--- config.mk ---
export PLATFORM = sky130hd
export DESIGN_NAME = instruction_fetch_flat
export DESIGN_NICKNAME = d
export VERILOG_FILES = /design/src/rtl/instruction_fetch_pkg.sv /design/src/rtl/instruction_fetch_if.sv /design/src/rtl/instruction_fetch_fetch_queue.sv /design/src/rtl/instruction_fetch.sv /design/src/flat_wrapper.sv
export SDC_FILE = /design/constraint.sdc
export NUM_CORES = 1
export LEC_CHECK = 0
export BUFFER_PORTS_ARGS = -buffer_cell sky130_fd_sc_hd__buf_2
export CORE_MARGIN = 2
export CORE_UTILIZATION = 50
export DETAILED_ROUTE_END_ITERATION = 10
export PLACE_DENSITY_LB_ADDON = 0.1
export SLEW_MARGIN = 20
export SYNTH_ARGS = -nofsm -noshare
export SYNTH_HDL_FRONTEND = slang
export SYNTH_SLANG_ARGS = --single-unit
--- constraint.sdc ---
create_clock -name clk -period 6 [get_ports clk]
set_input_delay 1.8 -clock clk [delete_from_list [all_inputs] [get_ports clk]]
set_output_delay 1.8 -clock clk [all_outputs]
set_load 0.03 [all_outputs]
--- src/rtl/instruction_fetch_pkg.sv ---
// Shared definitions for the instruction fetch unit: reset PC default,
// the NOP word shown to decode when nothing is valid, the fetch queue
// depth and the {pc+4, instruction} entry carried through the queue.
package instruction_fetch_pkg;

   localparam logic [31:0] RESET_PC_DEFAULT = 32'h0000_0000;
   localparam logic [31:0] NOP_WORD         = 32'h0000_0000;
   localparam int          FQ_DEPTH         = 2;

   typedef struct packed {
      logic [31:0] pc4;
      logic [31:0] instr;
   } fetch_entry_t;

   // Clears the byte offset so every fetch address is word aligned.
   function automatic logic [31:0] align_word(input logic [31:0] addr);
      return addr & 32'hFFFF_FFFC;
   endfunction

endpackage

--- src/rtl/instruction_fetch_if.sv ---
// Instruction memory bus between the fetch unit (master) and the memory
// (slave). The memory answers an accepted request exactly one cycle later.
interface instruction_fetch_if;

   logic        imem_req;
   logic [31:0] imem_addr;
   logic        imem_rvalid;
   logic [31:0] imem_rdata;

   modport master (
      output imem_req,
      output imem_addr,
      input  imem_rvalid,
      input  imem_rdata
   );

   modport slave (
      input  imem_req,
      input  imem_addr,
      output imem_rvalid,
      output imem_rdata
   );

endinterface

--- src/rtl/instruction_fetch_fetch_queue.sv ---
// Two-entry FIFO holding fetched {pc+4, instruction} pairs waiting for
// decode. Supports push and pop in the same cycle (including when full)
// and a synchronous flush used on redirects.
module fetch_queue
   import instruction_fetch_pkg::*;
#(
   parameter int DEPTH = FQ_DEPTH
)
(
   input  logic         clk,
   input  logic         rst,
   input  logic         flush,
   input  logic         push,
   input  logic         pop,
   input  fetch_entry_t push_data,
   output fetch_entry_t head,
   output logic [1:0]   count,
   output logic         full,
   output logic         empty
);

   fetch_entry_t slots [2];
   logic         rd_ptr;
   logic         wr_ptr;
   logic         do_push;
   logic         do_pop;

   assign empty   = (count == 2'd0);
   assign full    = (count == 2'(DEPTH));
   assign do_pop  = pop && !empty;
   assign do_push = push && (!full || do_pop);
   assign head    = slots[rd_ptr];

   // Pointer and occupancy bookkeeping; reset and flush both empty the queue.
   always_ff @(posedge clk) begin
      if (rst || flush) begin
         rd_ptr <= 1'b0;
         wr_ptr <= 1'b0;
         count  <= 2'd0;
      end else begin
         if (do_push) begin
            wr_ptr <= ~wr_ptr;
         end
         if (do_pop) begin
            rd_ptr <= ~rd_ptr;
         end
         case ({do_push, do_pop})
            2'b10:   count <= count + 2'd1;
            2'b01:   count <= count - 2'd1;
            default: count <= count;
         endcase
      end
   end

   // Entry storage; a push into a full queue reuses the slot being popped.
   always_ff @(posedge clk) begin
      if (!rst && !flush && do_push) begin
         slots[wr_ptr] <= push_data;
      end
   end

endmodule

--- src/rtl/instruction_fetch.sv ---
// Instruction fetch stage: issues sequential word fetches, keeps at most
// two instructions buffered or in flight, hands them to decode in order,
// and restarts from a new PC on a redirect. A 1-bit epoch tags each
// request so responses belonging to a discarded path are dropped.
module instruction_fetch
   import instruction_fetch_pkg::*;
#(
   parameter logic [31:0] RESET_PC = RESET_PC_DEFAULT,
   parameter int          QDEPTH   = FQ_DEPTH
)
(
   input  logic                       clk,
   input  logic                       rst,
   instruction_fetch_if.master        imem,
   input  logic                       redirect_en,
   input  logic [31:0]                redirect_pc,
   input  logic                       stall_D,
   output logic                       instr_valid,
   output logic [31:0]                Instruction_D,
   output logic [31:0]                PC_D
);

   logic [31:0]  pc;
   logic [31:0]  issued_addr;
   logic         in_flight;
   logic         in_flight_epoch;
   logic         epoch;
   logic         issue;
   logic         dequeue;
   logic         accept;
   logic [1:0]   q_count;
   logic         q_full;
   logic         q_empty;
   logic [2:0]   occupancy;
   fetch_entry_t q_head;
   fetch_entry_t q_push_data;

   assign occupancy   = {1'b0, q_count} + {2'b00, in_flight};
   assign dequeue     = !rst && !redirect_en && !q_empty && !stall_D;
   assign issue       = !rst && !redirect_en &&
                        ((occupancy < 3'(QDEPTH)) || dequeue);
   assign accept      = !rst && !redirect_en && imem.imem_rvalid && in_flight &&
                        (in_flight_epoch == epoch) && (!q_full || dequeue);
   assign q_push_data = '{pc4: issued_addr + 32'd4, instr: imem.imem_rdata};

   assign imem.imem_req  = issue;
   assign imem.imem_addr = rst ? align_word(RESET_PC) : pc;
   assign instr_valid    = !rst && !q_empty;
   assign Instruction_D  = instr_valid ? q_head.instr : NOP_WORD;
   assign PC_D           = instr_valid ? q_head.pc4   : NOP_WORD;

   fetch_queue #(
      .DEPTH (QDEPTH)
   ) u_fetch_queue (
      .clk       (clk),
      .rst       (rst),
      .flush     (redirect_en),
      .push      (accept),
      .pop       (dequeue),
      .push_data (q_push_data),
      .head      (q_head),
      .count     (q_count),
      .full      (q_full),
      .empty     (q_empty)
   );

   // Fetch PC, epoch and in-flight tracking; redirect retargets the PC and
   // flips the epoch so the outstanding response is recognised as stale.
   always_ff @(posedge clk) begin
      if (rst) begin
         pc              <= align_word(RESET_PC);
         issued_addr     <= align_word(RESET_PC);
         in_flight       <= 1'b0;
         in_flight_epoch <= 1'b0;
         epoch           <= 1'b0;
      end else begin
         in_flight <= issue;
         if (issue) begin
            issued_addr     <= pc;
            in_flight_epoch <= epoch;
         end
         if (redirect_en) begin
            pc    <= align_word(redirect_pc);
            epoch <= ~epoch;
         end else if (issue) begin
            pc <= pc + 32'd4;
         end
      end
   end

endmodule

--- src/flat_wrapper.sv ---
// flat-port wrapper written by rule: the top's interface ports become plain ports
module instruction_fetch_flat import instruction_fetch_pkg::*;
#(
   parameter logic [31:0] RESET_PC = RESET_PC_DEFAULT,
   parameter int          QDEPTH   = FQ_DEPTH
)
  (clk, rst, redirect_en, redirect_pc, stall_D, instr_valid, Instruction_D, PC_D, imem_imem_req, imem_imem_addr, imem_imem_rvalid, imem_imem_rdata);
  instruction_fetch_if imem_i ();
  input  logic clk;
  input  logic rst;
  input  logic redirect_en;
  input  logic [31:0] redirect_pc;
  input  logic stall_D;
  output logic instr_valid;
  output logic [31:0] Instruction_D;
  output logic [31:0] PC_D;
  output wire logic [$bits(imem_i.imem_req)-1:0] imem_imem_req;
  output wire logic [$bits(imem_i.imem_addr)-1:0] imem_imem_addr;
  input wire logic [$bits(imem_i.imem_rvalid)-1:0] imem_imem_rvalid;
  input wire logic [$bits(imem_i.imem_rdata)-1:0] imem_imem_rdata;
  assign imem_imem_req = imem_i.imem_req;
  assign imem_imem_addr = imem_i.imem_addr;
  assign imem_i.imem_rvalid = imem_imem_rvalid;
  assign imem_i.imem_rdata = imem_imem_rdata;
  instruction_fetch #(.RESET_PC(RESET_PC), .QDEPTH(QDEPTH)) u_core (.clk(clk), .rst(rst), .imem(imem_i), .redirect_en(redirect_en), .redirect_pc(redirect_pc), .stall_D(stall_D), .instr_valid(instr_valid), .Instruction_D(Instruction_D), .PC_D(PC_D));
endmodule
==> reports/metrics.yaml, run 1 <==
routing:
  met3_length_um: 1280
  routedWlPerCell_um: 15.9
  vias: 6517
  drtAntennaViolNets: 0
  drt_iter0_drc: 362
  drt-met1-wl_um: 8500
  drc_errors: 0
  vias_per_cell: 5.55
  met2WireLength_um: 8670
  wl_um: 18600
  top_layer_used: "met4"
  firstDrtPassIters: 5
finish:
  nets: 1009
  syn2layout_area_growth_pct: 17.2
  fill_cells: 1513
  layout-drive-gt1-share_pct: 23.4
  final_area_mm2: 0.0103
  n_antenna_cell: 0
pwr:
  leakagePower_nw: 3.68
  irDropWorstVdd_mv: 0.178
  power_density_mw_per_mm2: 260
global_route:
  grt_max_degree: 67
  grt_pass1_vias: 6061
  antenna_found_initial: 0
  grt_overflow_total: 0
  grt_util_all_layers_pct: 20.0
  grt_pass1_wl_um: 29400
sta:
  slew_headroom_pct: 27.6
  rsz0062_at_grt: "no"
  layout_setup_ws_ps: 1080
  fin_skew_ps: 10.2
  final-hold-violation-count: 0
  setup_viol: 0
  min_period_ps: 4920
  fin_crit_sh_pct: 82.0
  slew_violations: 0
  fmax_mhz: 203
  tightest_slew_ps: 1090
placed_design:
  dp_slack_ps: 1060
  place_congestion: 0.812
  dpl_cell_area_mm2: 0.00974
  hpwl_um: 12700
  port_buffers: 160
logic_synthesis:
  synth_edf_count: 124
  synth_ff_type: "edfxtp_1"
  synth_area_mm2: 0.00878
  async_flop_share_pct: 0
  ys_types: 61
  yosysSeqAreaShare_pct: 57.9
  yosys_warnings: 0
  synthCells: 803
  synth-seq-cells: 192
  syn_area_per_cell_um2: 10.9
setup_path:
  cpMostUsedCell: "buf_2"
  setup.worst_path.start: "rst"
  reg2regPathDepth: 4
  crit_family: "buffers and inverters"
  crit_path_end: "PC_D[18]"
  path_max_fanout: 32
  r2r_start: "u_core.u_fetch_queue.count[0]$_SDFFE_PP0P_"
  r2r-end: "u_core.u_fetch_queue.slots[0][41]$_DFFE_PP_"
  rrSetupSlack_ps: 3420
  criticalPathCategory: "in -> out"
  end_kind: "output pin"
  slowest_stage: "buf_4"
  critical_path_required_ps: 4200
  cp_cell_sequence: "buf_2 > inv_1 > o21ai_4 > buf_4 > nor2_1 > buf_2"
  crit_path_max_incr_delay_ps: 330
  worstSetupStartpointType: "primary input"
  path_depth: 6
  worst_ep_arrival_time_ps: 3120
  crit_buf_inv: 4
cts:
  htree_levels: 4
  cts.sinks: 192
  clk_pin_slew_ps: 70
  postCtsHoldBufs: 0
  cts_tree: "done"
  cts-buffers-inserted: 17
  clock-root-buffer: "clkbuf_16"
  worstSkewPairLatency_ps: 430
  post-cts-setup-buffers: 0
  clock_path_buffers: 2
  cts_resized: 0
run:
  cap_violations: 0
hold_path:
  min_path_type: "reg -> reg"
floorplanning:
  die_area_mm2: 0.0186
  die_height_um: 137
  std_cell_rows: 48
  start_util_pct: 50.9
  die_w_um: 137
  io_pins: 167
  core-area_mm2: 0.0172
outcome:
  status: "complete, no violations"
synth_stat cells (all sizes together), types with 3 or more instances:
master    n  share of area [%]
a211oi    5               0.54
a21oi    43                2.5
a22oi     3               0.26
a311oi    4               0.40
a31oi    16                1.1
a32oi     3               0.30
and2     11               0.78
and3      7               0.50
and4      7               0.71
buf      20                1.3
clkbuf   37                1.6
dfxtp    68                 16
edfxtp  124                 42
ha        3               0.43
inv       9               0.38
mux2i    62                7.1
nand2    95                4.1
nand2b    4               0.28
nand3    26                1.5
nand4    22                1.7
nor2     90                3.8
nor2b    26                1.9
nor3      4               0.23
nor4      3               0.28
o211ai    5               0.43
o21ai     5               0.28
o221ai    6               0.74
o311ai    9               0.90
o41a      3               0.38
o41ai     3               0.30
or2       3               0.21
or3       9               0.66
or4      15                1.4
xnor2    29                2.9
xor2      7               0.70
cell type report:
type                            instances  area (µm²)  area share (%)
Clock buffer                           18         429            4.17
Clock inverter                         14         124            1.20
Inverter                               11        41.3           0.401
Multi-Input combinational cell        546        3440            33.5
Sequential cell                       192        5090            49.5
Tap cell                              225         282            2.74
Timing Repair Buffer                  169         881            8.56
per-stage QoR:
| stage | hold WS [ps] | instances | power (mW) | setup TNS, ps | utilization, % |
|---|---|---|---|---|---|
| global route | 487 | 1175 | 2.76 | 0 | 59.7 |
| floorplan | 448 | 806 | 1.59 | -16060 | - |
| detailed placement | 461 | 1143 | 1.65 | 0 | 56.5 |
| finish | 468 | 1175 | 2.67 | 0 | 59.7 |
| global placement | 456 | 1143 | 1.65 | 0 | 56.5 |
| CTS | 471 | 1175 | 2.69 | 0 | 59.7 |
tightest hold or removal path, stage by stage (launching register included):
cell and delay (ps):
dfxtp_1 320, nand2_1 50, a21oi_1 50
cells by family (layout without fill, tap and decap cells):
logic type | Yosys count | count (layout) | synth area share [%]
AO/OA/AOI/OAI | 115 | 115 | 9.08
XOR/XNOR | 36 | 36 | 3.59
adder cells (fa/ha/maj) | 3 | 3 | 0.428
buffers and inverters | 68 | 212 | 3.31
flip-flops | 192 | 192 | 57.9
multiplexers | 63 | 63 | 7.20
other | 1 | 4 | 0.0427
AND/OR/NAND/NOR | 325 | 325 | 18.4
how the worst min path moves through the flow:
stage / slack [ps] / end / from / depth (start not counted)
global route: 490 / u_core.in_flight_epoch$_SDFFE_PP0P_ / u_core.in_flight_epoch$_SDFFE_PP0P_ / 2
detailed placement: 460 / u_core.in_flight_epoch$_SDFFE_PP0P_ / u_core.in_flight_epoch$_SDFFE_PP0P_ / 2
global placement: 460 / u_core.in_flight_epoch$_SDFFE_PP0P_ / u_core.in_flight_epoch$_SDFFE_PP0P_ / 2
floorplan: 450 / u_core.in_flight_epoch$_SDFFE_PP0P_ / u_core.in_flight_epoch$_SDFFE_PP0P_ / 2
CTS: 470 / u_core.in_flight_epoch$_SDFFE_PP0P_ / u_core.in_flight_epoch$_SDFFE_PP0P_ / 2
finish: 470 / u_core.issued_addr[31]$_SDFFE_PP0P_ / u_core.issued_addr[31]$_SDFFE_PP0P_ / 2
layout by cell type, fill, tap and decap left out, types with 4 or more instances in the layout:
master | synthesis | routed
edfxtp_1 | 124 | 124
xor2_1 | 7 | 7
or4_1 | 12 | 12
inv_8 | 0 | 4
nor3_1 | 4 | 4
nor2_1 | 90 | 88
clkinvlp_4 | 0 | 4
a31oi_1 | 16 | 16
mux2i_1 | 62 | 62
inv_1 | 9 | 9
nand3_1 | 25 | 25
nand2b_1 | 4 | 4
and3_1 | 7 | 7
o311ai_0 | 9 | 9
nand2_1 | 95 | 94
or3_1 | 8 | 8
nor2b_1 | 26 | 26
o211ai_1 | 5 | 5
buf_2 | 10 | 160
dfxtp_1 | 68 | 67
and2_1 | 11 | 11
conb_1 | 1 | 4
xnor2_1 | 29 | 29
buf_4 | 4 | 8
o21ai_0 | 4 | 4
a311oi_1 | 4 | 4
clkbuf_16 | 0 | 17
and4_1 | 6 | 6
o221ai_1 | 4 | 4
nand4_1 | 21 | 21
a21oi_1 | 43 | 43
report_power, final:
part           switching (mW)  internal, mW
clock                   0.505         0.545
sequential             0.0390          1.43
combinational          0.0985        0.0608
state kept, by name (all words and copies together), names as in the netlist, named ones only:
| name | flops |
|---|---|
| u_core.in_flight_epoch | 1 |
| u_core.u_fetch_queue.rd_ptr | 1 |
| u_core.u_fetch_queue.wr_ptr | 1 |
| u_core.pc | 30 |
| u_core.in_flight | 1 |
| u_core.u_fetch_queue.slots | 124 |
| u_core.epoch | 1 |
| u_core.issued_addr | 30 |
| u_core.u_fetch_queue.count | 2 |
routing by layer:
layer / track usage (%) / vias to the layer above
met1: 27.4 / 3085
li1: - / 3201
met2: 32.3 / 212
met5: 0 / -
met3: 3.37 / 19
met4: 6.77 / 0
No activity file was read; power rests on OpenSTA's default activity.
==> run 2, diff against run 1 <==
==> constraint.sdc (replaced) <==
create_clock -name clk -period 4.7 [get_ports clk]
set_input_delay 1.41 -clock clk [delete_from_list [all_inputs] [get_ports clk]]
set_output_delay 1.41 -clock clk [all_outputs]
set_load 0.03 [all_outputs]
==> reports/metrics.yaml, run 2 (same netlist as run 1, synthesis figures left out) <==
finish:
  final_area_mm2: 0.0103
  utilization_pct: 59.9
  layout_commonest_cell: "buf_2"
  syn2layout_area_growth_pct: 17.6
  top_regs: "u_core.u_fetch_queue.slots x124, u_core.issued_addr x30, u_core.pc x30"
  nets: 1010
  fill_cells: 1508
  finalNonFillerCells: 1176
  largest_reg_flops: 124
  final_cell_mix: "buf_2 (160), edfxtp_1 (124), nand2_1 (94)"
  n_antenna_cell: 0
  regMostFlops: "u_core.u_fetch_queue.slots"
  layout-drive-gt1-share_pct: 23.4
floorplanning:
  core-area_mm2: 0.0172
  die_w_um: 137
  die_height_um: 137
  std_cell_rows: 48
  start_util_pct: 50.9
  io_pins: 167
  die_area_mm2: 0.0186
pwr:
  p_int_mw: 2.60
  pwr-share-clk_pct: 39.2
  comb_power_share_pct: 6.0
  pwr-share-seq_pct: 54.8
  leakagePower_nw: 3.69
  fin_total_pwr_mw: 3.41
  irDropWorstVdd_mv: 0.262
  p_sw_share_pct: 23.9
  power_density_mw_per_mm2: 330
  power_switching_mw: 0.816
placed_design:
  dp_cells: 1144
  dpl_cell_area_mm2: 0.00977
  port_buffers: 160
  hpwl_um: 12500
  place_congestion: 0.800
cts:
  clock_path_buffers: 2
  clk_pin_slew_ps: 70
  cts.sinks: 192
  cts_resized: 0
  cts_tree: "done"
  clock-root-buffer: "clkbuf_16"
  htree_levels: 4
  cts-buffers-inserted: 17
  postCtsHoldBufs: 0
  post-cts-setup-buffers: 0
  worstSkewPairLatency_ps: 430
setup_path:
  worstSetupStartpointType: "primary input"
  cpMostUsedCell: "buf_2"
  cp_cell_sequence: "buf_2 > inv_1 > o21ai_4 > buf_12 > nor2_1 > buf_2"
  end_kind: "output pin"
  slowest_stage: "buf_2"
  criticalPathCategory: "in -> out"
  critical_path_required_ps: 3290
  path_max_fanout: 63
  worst_ep_arrival_time_ps: 2630
  crit_path_max_incr_delay_ps: 280
sta:
  fmax_mhz: 248
  final-hold-violation-count: 0
  tightest_slew_ps: 1090
  slew_violations: 0
  hold_slack_ps: 470
  slew_headroom_pct: 27.5
  fin_skew_ps: 12.9
  fin_crit_sh_pct: 85.9
  rsz0062_at_grt: "no"
  setup_viol: 0
  min_period_ps: 4040
routing:
  drtAntennaViolNets: 0
  drc_errors: 0
  vias: 6481
  routedWlPerCell_um: 15.9
  firstDrtPassIters: 5
  vias_per_cell: 5.51
  drt_iter0_drc: 380
  wl_um: 18700
run:
  cap_violations: 0
outcome:
  status: "complete, no violations"
global_route:
  grt_overflow_total: 0
  antenna_found_initial: 0
  grt_pass1_wl_um: 29400
  grt_pass1_vias: 6002
  grt_util_all_layers_pct: 19.9
  grt_max_degree: 67
hold_path:
  min_path_type: "reg -> reg"
[run 2: cell types whose count changed in the layout (fill, tap and decap cells not counted)]
cell      previous run  this run
buf_4                8         7
clkinv_4             3         2
buf_12               1         3
inv_6                2         3
[run 2: metrics by stage]
| stage | TNS (ps) | setup WS, ps |
|---|---|---|
| 6_report | 0 | 663 |
| 2_1_floorplan | -1600 | -12.9 |
| 4_1_cts | 0 | 649 |
| 3_3_place_gp | 0 | 661 |
| 3_5_place_dp | 0 | 648 |
| 5_1_grt | 0 | 583 |
[run 2: critical path, delay by kind of cell]
kind / cells / cell delay (ps)
AO/OA/AOI/OAI: 1 / 110
buffers and inverters: 4 / 960
AND/OR/NAND/NOR: 1 / 90
[run 2: final timing paths]
check	startpoint	depth (start not counted)	slack (ps)	to
max	rst	6	660	PC_D[12]
min	u_core.in_flight_epoch$_SDFFE_PP0P_	2	470	u_core.in_flight_epoch$_SDFFE_PP0P_
max reg2reg	u_core.pc[11]$_SDFFE_PP0P_	4	2350	u_core.pc[20]$_SDFFE_PP0P_
min reg2reg	u_core.in_flight_epoch$_SDFFE_PP0P_	2	470	u_core.in_flight_epoch$_SDFFE_PP0P_
[run 2: area by class of cell]
class | instances | area, µm² | share of cell area (%)
sequential | 192 | 5090 | 49.3
multi-input combinational | 546 | 3440 | 33.4
timing repair buffer | 170 | 913 | 8.85
clock buffer | 18 | 429 | 4.16
tap | 225 | 282 | 2.73
clock inverter | 14 | 124 | 1.20
inverter | 11 | 41.3 | 0.400
[run 2: power groups by stage]
stage          Combinational [mW]  Clock, mW  Sequential, mW
2_1_floorplan               0.144          0            1.89
3_3_place_gp                0.197          0            1.91
3_5_place_dp                0.204          0            1.91
4_1_cts                     0.205       1.36            1.87
5_1_grt                     0.223       1.43            1.88
6_report                    0.204       1.34            1.87
[run 2: metal layers]
metal	routed length, µm	global-route usage, %
met5	0	0
met4	221	6.77
met3	1230	3.81
met2	8630	31.2
met1	8590	27.9
==> run 3, diff against run 2 <==
--- a/config.mk
+++ b/config.mk
@@ -8,6 +8,8 @@
 export BUFFER_PORTS_ARGS = -buffer_cell sky130_fd_sc_hd__buf_2
 export CORE_MARGIN = 2
 export CORE_UTILIZATION = 50
+export CTS_BUF_LIST = sky130_fd_sc_hd__clkbuf_4 sky130_fd_sc_hd__clkbuf_8 sky130_fd_sc_hd__clkbuf_16
+export CTS_CLUSTER_DIAMETER = 60
 export DETAILED_ROUTE_END_ITERATION = 10
 export PLACE_DENSITY_LB_ADDON = 0.1
 export SLEW_MARGIN = 20
==> reports/metrics.yaml, run 3 (same netlist as run 1, synthesis figures left out) <==
setup_path:
  cpMostUsedCell: "buf_2"
  path_max_fanout: 63
  critical_path_required_ps: 3290
  crit_path_max_incr_delay_ps: 280
  crit_family: "buffers and inverters"
  cp_cell_sequence: "buf_2 > inv_1 > o21ai_4 > buf_12 > nor2_1 > buf_2"
  end_kind: "output pin"
  worstSetupStartpointType: "primary input"
  criticalPathCategory: "in -> out"
  slowest_stage: "buf_2"
  crit_buf_inv: 4
  worst_ep_arrival_time_ps: 2620
global_route:
  antenna_found_initial: 0
  grt_util_all_layers_pct: 19.9
  grt_max_degree: 67
  grt_overflow_total: 0
  grt_pass1_vias: 6002
  grt_pass1_wl_um: 29400
pwr:
  pwr-share-clk_pct: 39.3
  p_int_mw: 2.60
  leakagePower_nw: 3.70
  power_density_mw_per_mm2: 331
  p_sw_share_pct: 23.9
  pwr-share-seq_pct: 54.7
  irDropWorstVdd_mv: 0.262
  comb_power_share_pct: 6.0
  power_switching_mw: 0.817
sta:
  layout_setup_ws_ps: 673
  rsz0062_at_grt: "no"
  slew_violations: 0
  finalSetupTns_ps: 0
  setup_viol: 0
  final-hold-violation-count: 0
  fin_skew_ps: 13.6
  fmax_mhz: 248
  tightest_slew_ps: 1090
  min_period_ps: 4030
  fin_crit_sh_pct: 85.7
  slew_headroom_pct: 27.5
finish:
  top_regs: "u_core.u_fetch_queue.slots x124, u_core.issued_addr x30, u_core.pc x30"
  final_cell_mix: "buf_2 (160), edfxtp_1 (124), nand2_1 (94)"
  finalNonFillerCells: 1176
  utilization_pct: 59.9
  largest_reg_flops: 124
  n_antenna_cell: 0
  syn2layout_area_growth_pct: 17.6
  regMostFlops: "u_core.u_fetch_queue.slots"
  layout-drive-gt1-share_pct: 23.6
  nets: 1010
  layout_commonest_cell: "buf_2"
floorplanning:
  die_w_um: 137
  core-area_mm2: 0.0172
  die_area_mm2: 0.0186
  die_height_um: 137
  io_pins: 167
  std_cell_rows: 48
  start_util_pct: 50.9
cts:
  cts_resized: 0
  cts_tree: "done"
  htree_levels: 4
  post-cts-setup-buffers: 0
  clock_path_buffers: 2
  cts-buffers-inserted: 17
  postCtsHoldBufs: 0
  clk_pin_slew_ps: 70
  worstSkewPairLatency_ps: 430
  clock-root-buffer: "clkbuf_16"
  cts.sinks: 192
hold_path:
  min_path_type: "reg -> reg"
routing:
  drt_iter0_drc: 380
  vias: 6485
  drc_errors: 0
  routedWlPerCell_um: 15.9
  vias_per_cell: 5.51
  wl_um: 18700
  firstDrtPassIters: 5
  drtAntennaViolNets: 0
placed_design:
  dp_cells: 1144
  place_congestion: 0.800
  hpwl_um: 12500
  dp_slack_ps: 648
  port_buffers: 160
outcome:
  status: "complete, no violations"
run:
  cap_violations: 0
[run 3: cell count changes in the layout (fill, tap and decap cells not counted)]
cell      before  now
clkbuf_1       1    0
clkbuf_4       0    1
[run 3: path summary, 6_finish.rpt]
path,start,endpoint,slack [ps],depth (start not counted)
min,u_core.in_flight_epoch$_SDFFE_PP0P_,u_core.in_flight_epoch$_SDFFE_PP0P_,470,2
min reg2reg,u_core.in_flight_epoch$_SDFFE_PP0P_,u_core.in_flight_epoch$_SDFFE_PP0P_,470,2
max,rst,PC_D[12],670,6
max reg2reg,u_core.pc[11]$_SDFFE_PP0P_,u_core.pc[20]$_SDFFE_PP0P_,2350,4
[run 3: layout make-up]
cell class                      instances  area [µm²]
Tap cell                              225         282
Multi-Input combinational cell        546        3440
Timing Repair Buffer                  170         913
Sequential cell                       192        5090
Fill cell                            1506        6910
Inverter                               11        41.3
Clock buffer                           18         433
Clock inverter                         14         124
[run 3: routing by layer]
layer | vias up | part of all wire (%) | GRT usage, %
li1 | 3208 | - | -
met1 | 3041 | 46 | 27.9
met2 | 219 | 46 | 31.2
met3 | 17 | 6.6 | 3.81
met4 | 0 | 1.2 | 6.77
met5 | - | 0 | 0
[run 3: power groups by stage]
stage | Sequential, mW | Clock, mW | Combinational (mW)
floorplan | 1.89 | 0 | 0.144
global placement | 1.91 | 0 | 0.197
detailed placement | 1.91 | 0 | 0.204
CTS | 1.87 | 1.37 | 0.205
global route | 1.88 | 1.44 | 0.223
finish | 1.87 | 1.34 | 0.204
[run 3: worst reg2reg max path, stage by stage (launching register included)]
cell and delay (ps):
dfxtp_1 530, and4_1 310, nand4_1 490, or4_1 680, a221oi_1 250
[run 3: metrics by stage]
stage | hold slack [ps] | cell area (µm²) | total power [mW]
final | 470 | 10300 | 3.42
after global routing | 494 | 10300 | 3.54
after CTS | 472 | 10300 | 3.44
after detailed placement | 462 | 9770 | 2.11
after global placement | 454 | 9770 | 2.10
after floorplan | 448 | 8800 | 2.03
